[src/rtl/comparator_seq_ctrl.sv]
// comparator_seq_ctrl: compares two WIDTH-bit unsigned operands MSB-first,
// one 2-bit digit per clock, through a shared external 2-bit comparator slice.
// The first unequal digit ends the comparison early.

module comparator_seq_ctrl #(
  parameter int unsigned WIDTH = 8
) (
  input  logic             clk,
  input  logic             rst,
  input  logic             start,
  input  logic [WIDTH-1:0] a,
  input  logic [WIDTH-1:0] b,
  output logic [1:0]       slice_a,
  output logic [1:0]       slice_b,
  input  logic             slice_e,
  input  logic             slice_g,
  input  logic             slice_l,
  output logic             busy,
  output logic             done,
  output logic             e,
  output logic             g,
  output logic             l,
  output logic             err
);

  localparam int unsigned N  = WIDTH / 2;
  localparam int unsigned IW = (N > 1) ? $clog2(N) : 1;

  typedef enum logic [1:0] {
    IDLE = 2'd0,
    RUN  = 2'd1,
    FIN  = 2'd2
  } state_t;

  state_t           state;
  logic [WIDTH-1:0] a_reg;
  logic [WIDTH-1:0] b_reg;
  logic [IW-1:0]    idx;
  logic             one_hot;

  // Slice flags are trusted only when exactly one of them is set.
  assign one_hot = ({slice_e, slice_g, slice_l} == 3'b100) ||
                   ({slice_e, slice_g, slice_l} == 3'b010) ||
                   ({slice_e, slice_g, slice_l} == 3'b001);

  // Digit select: mux the captured operands at the current index (register-fed only).
  always_comb begin
    slice_a = 2'b00;
    slice_b = 2'b00;
    for (int unsigned i = 0; i < N; i++) begin
      if (idx == IW'(i)) begin
        slice_a = a_reg[2*i +: 2];
        slice_b = b_reg[2*i +: 2];
      end
    end
  end

  // Sequencer: operand capture, digit walk, result flags and handshake.
  always_ff @(posedge clk) begin
    if (rst) begin
      state <= IDLE;
      busy  <= 1'b0;
      done  <= 1'b0;
      e     <= 1'b0;
      g     <= 1'b0;
      l     <= 1'b0;
      err   <= 1'b0;
      a_reg <= '0;
      b_reg <= '0;
      idx   <= '0;
    end else begin
      done <= 1'b0;
      case (state)
        IDLE: begin
          if (start) begin
            a_reg <= a;
            b_reg <= b;
            idx   <= IW'(N - 1);
            e     <= 1'b0;
            g     <= 1'b0;
            l     <= 1'b0;
            err   <= 1'b0;
            busy  <= 1'b1;
            state <= RUN;
          end
        end
        RUN: begin
          if (!one_hot) begin
            err   <= 1'b1;
            done  <= 1'b1;
            state <= FIN;
          end else if (slice_g) begin
            g     <= 1'b1;
            done  <= 1'b1;
            state <= FIN;
          end else if (slice_l) begin
            l     <= 1'b1;
            done  <= 1'b1;
            state <= FIN;
          end else if (idx == '0) begin
            e     <= 1'b1;
            done  <= 1'b1;
            state <= FIN;
          end else begin
            idx   <= idx - IW'(1);
          end
        end
        FIN: begin
          busy  <= 1'b0;
          state <= IDLE;
        end
        default: begin
          busy  <= 1'b0;
          state <= IDLE;
        end
      endcase
    end
  end

endmodule

[config.mk]
export PLATFORM = sky130hd
export DESIGN_NAME = comparator_seq_ctrl
export DESIGN_NICKNAME = d
export VERILOG_FILES = /design/src/rtl/comparator_seq_ctrl.sv
export SDC_FILE = /design/constraint.sdc
export NUM_CORES = 1
export LEC_CHECK = 0
export BUFFER_PORTS_ARGS = -buffer_cell sky130_fd_sc_hd__buf_4
export CAP_MARGIN = 0
export CELL_PAD_IN_SITES_DETAIL_PLACEMENT = 0
export CELL_PAD_IN_SITES_GLOBAL_PLACEMENT = 2
export CORE_ASPECT_RATIO = 0.5
export CORE_MARGIN = 10
export CORE_UTILIZATION = 31
export CTS_CLUSTER_DIAMETER = 40
export DETAILED_ROUTE_END_ITERATION = 12
export PLACE_DENSITY = 0.81
export SKIP_CTS_REPAIR_TIMING = 1
export SLEW_MARGIN = 20
export SYNTH_ARGS = -nofsm -noshare
export SYNTH_HDL_FRONTEND = slang
export SYNTH_SLANG_ARGS = --single-unit
[constraint.sdc]
create_clock -name clk -period 2.3 [get_ports clk]
set_input_delay 0.46 -clock clk [delete_from_list [all_inputs] [get_ports clk]]
set_output_delay 0.46 -clock clk [all_outputs]
set_load 0.01 [all_outputs]
==> flow_summary.json <==
{
  "fin_cells": 229,
  "port-buffer-count": 31,
  "yosys-top-cells-area": "dfxtp_1 (44%), nand2_1 (12%), a21oi_1 (11%)",
  "multi_input_area_um2": 584,
  "drt_wl_total_um": 3010,
  "pre_cts_ws_ns": 0.498,
  "yosysUniqueCellTypes": 29,
  "crit_family": "compound AO/OA/AOI/OAI gates",
  "syn_nets": 175,
  "ys_seq_area_share_pct": 43.6,
  "via_count": 1090,
  "die_w_um": 108,
  "fin_ws_ns": 0.190,
  "synth_area_leader_cell": "dfxtp_1",
  "place_congestion": 0.778,
  "synthCells": 149,
  "fin_crit_sh_pct": 91.8,
  "cts-htree-levels": 1,
  "reg2reg_from": "idx[0]$_SDFFE_PP0P_",
  "dp_hpwl_um": 2250,
  "ff2ff_path_depth": 6,
  "cp_max_fo": 8,
  "clk_latency_ns": 0.26,
  "fp.coreArea_um2": 3570,
  "drt-initial-drc-count": 34,
  "worstPathCellList": "inv_1 > ha_1 > a21oi_1 > o21ai_0 > a22o_1 > buf_4",
  "worst_pin_slew_ns": 0.682,
  "critPathCapture": "slice_a[0]",
  "fin_worst_skew_ns": 0.00283,
  "cp_data_arrival_time_ns": 1.65,
  "std_cell_rows": 15,
  "r2r_setup_slack_ns": 0.70,
  "tns_ns": 0,
  "cts.sinks": 26,
  "grt_max_degree": 28,
  "ys_ff_latch": 26,
  "clk_pin_slew_worst_paths_ns": 0.09,
  "diodes": 0,
  "synth_top_cell_area_share_pct": 43.6,
  "maxSlewViolCount": 0,
  "critPathCaptureType": "output pin",
  "use_met3_pct": 4.40,
  "dieArea_um2": 6890,
  "drt-wirelength-per-cell_um": 13.2,
  "area_growth_pct": 25.8,
  "hp-class": "input pin to register",
  "startpoint_type": "register",
  "clk_path_buf_depth": 2,
  "grt_pass1_vias": 1096,
  "synth-edff-count": 0,
  "start_util_pct": 33.5,
  "fin_nets": 206,
  "fillers": 373,
  "die_h_um": 63.9,
  "critical-path-slowest-cell": "dfxtp_1",
  "dr.pass1.iters": 2,
  "cts_tree": "yes",
  "grtUsageTotal_pct": 8.86,
  "grt_overflow": 0,
  "place_inst": 226,
  "ant_nets": 0,
  "finalHoldViolCount": 0,
  "critPathBufInv": 2,
  "finalCriticalPeriod_ns": 2.11,
  "maxCapViolations": 0,
  "fmax_mhz": 474,
  "cts_buffers": 3,
  "critPathLaunch": "idx[0]$_SDFFE_PP0P_",
  "crit_type": "register to output pin",
  "yosysMostFrequentCell": "nand2_1",
  "slew_headroom_pct": 54.5,
  "use_met1_pct": 10.6,
  "setup_viol": 0,
  "synth_commonest_cells": "nand2_1 (38), a21oi_1 (27), dfxtp_1 (26), inv_1 (10), o21ai_0 (5)",
  "r2r_end": "idx[0]$_SDFFE_PP0P_",
  "antenna_found_initial": 0,
  "regArea_um2": 520,
  "clock-root-buffer": "clkbuf_8",
  "irDropWorstVdd_mv": 0.237,
  "worstPathRequired_ns": 1.84,
  "synthFlopType": "dfxtp_1",
  "ios": 32,
  "cp.depth": 6,
  "synthArstFlopShare_pct": 0,
  "yosysWarnings": 0,
  "grtUsageMet2_pct": 14.0,
  "postSynthAreaPerCell_um2": 8.02,
  "synth_area_um2": 1190,
  "p_per_area_nw_per_um2": 665,
  "drive_above_1_share_pct": 22.5,
  "drc": 0,
  "grt-busiest-layer": "met2",
  "slowest_delay_ns": 0.39,
  "p_leak_uw": 0.000623,
  "rsz0062_at_grt": "no",
  "grt_pass1_wl_um": 5030,
  "postLayoutCoreUtil_pct": 42.1,
  "via_per_inst": 4.76,
  "outcome": "finished, final reports clean"
}
## metrics by stage
stage          area [µm²]  power [µW]  hold WS (ns)
3_3_place_gp         1460         757         0.446
4_1_cts              1500        1020         0.426
6_report             1500        1000         0.430
3_5_place_dp         1460         758         0.449
2_1_floorplan        1190         663         0.436
5_1_grt              1500        1060         0.425
## tightest hold or removal path, cell delays in order
cell	delay [ns]
buf_4	0.11
nand2_1	0.04
a21oi_1	0.05
## final cells by class
class                           count  share of cell area (%)
Inverter                           10                    2.50
Timing Repair Buffer               34                    17.0
Clock buffer                        3                    2.75
Sequential cell                    26                    34.6
Multi-Input combinational cell    105                    38.9
Tap cell                           51                    4.25
## worst min path at each step
| stage | startpoint | to | slack (ns) | cells past startpoint |
|---|---|---|---|---|
| after floorplan | a_reg[4]$_SDFFE_PP0P_ | a_reg[4]$_SDFFE_PP0P_ | 0.44 | 2 |
| after global placement | a_reg[5]$_SDFFE_PP0P_ | a_reg[5]$_SDFFE_PP0P_ | 0.45 | 2 |
| after detailed placement | b_reg[5]$_SDFFE_PP0P_ | b_reg[5]$_SDFFE_PP0P_ | 0.45 | 2 |
| after CTS | a[4] | a_reg[4]$_SDFFE_PP0P_ | 0.43 | 3 |
| after global routing | a[1] | a_reg[1]$_SDFFE_PP0P_ | 0.43 | 3 |
| final | b[5] | b_reg[5]$_SDFFE_PP0P_ | 0.43 | 3 |
## where the power goes
group / total, µW / internal, µW / switching (µW) / leakage [µW]
clock: 255 / 117 / 137 / 0.0000216
combinational: 242 / 113 / 129 / 0.000388
sequential: 503 / 482 / 21.3 / 0.000213
## cells in the final DEF (no fill, tap or decap), types with 2 or more instances in the layout
master    count
a22o_1        4
a21oi_1      27
buf_4        34
dfxtp_1      26
a41oi_1       2
ha_1          4
inv_1        10
nor4_1        3
nand2_1      38
clkbuf_8      3
o21ai_0       5
nor3_1        2
nand2b_1      2
nor2_1        4
## cells by family (layout without fill, tap and decap cells)
family / Yosys count / in the layout / synth area share, %
xor gates and xnor gates: 1 / 1 / 0.733
buffers and inverters: 18 / 47 / 7.54
DFF: 26 / 26 / 43.6
AOI/OAI and AO/OA: 44 / 44 / 22.7
adders and majority gates: 4 / 4 / 4.19
and+or+nand+nor: 56 / 56 / 21.3
## routing by layer
metal | part of all wire, % | vias to the layer above
li1 | - | 567
met1 | 49 | 500
met2 | 43 | 21
met3 | 6.5 | 2
met4 | 0.96 | 0
met5 | 0 | -
Note: power is estimated with default switching activity, not from simulation.
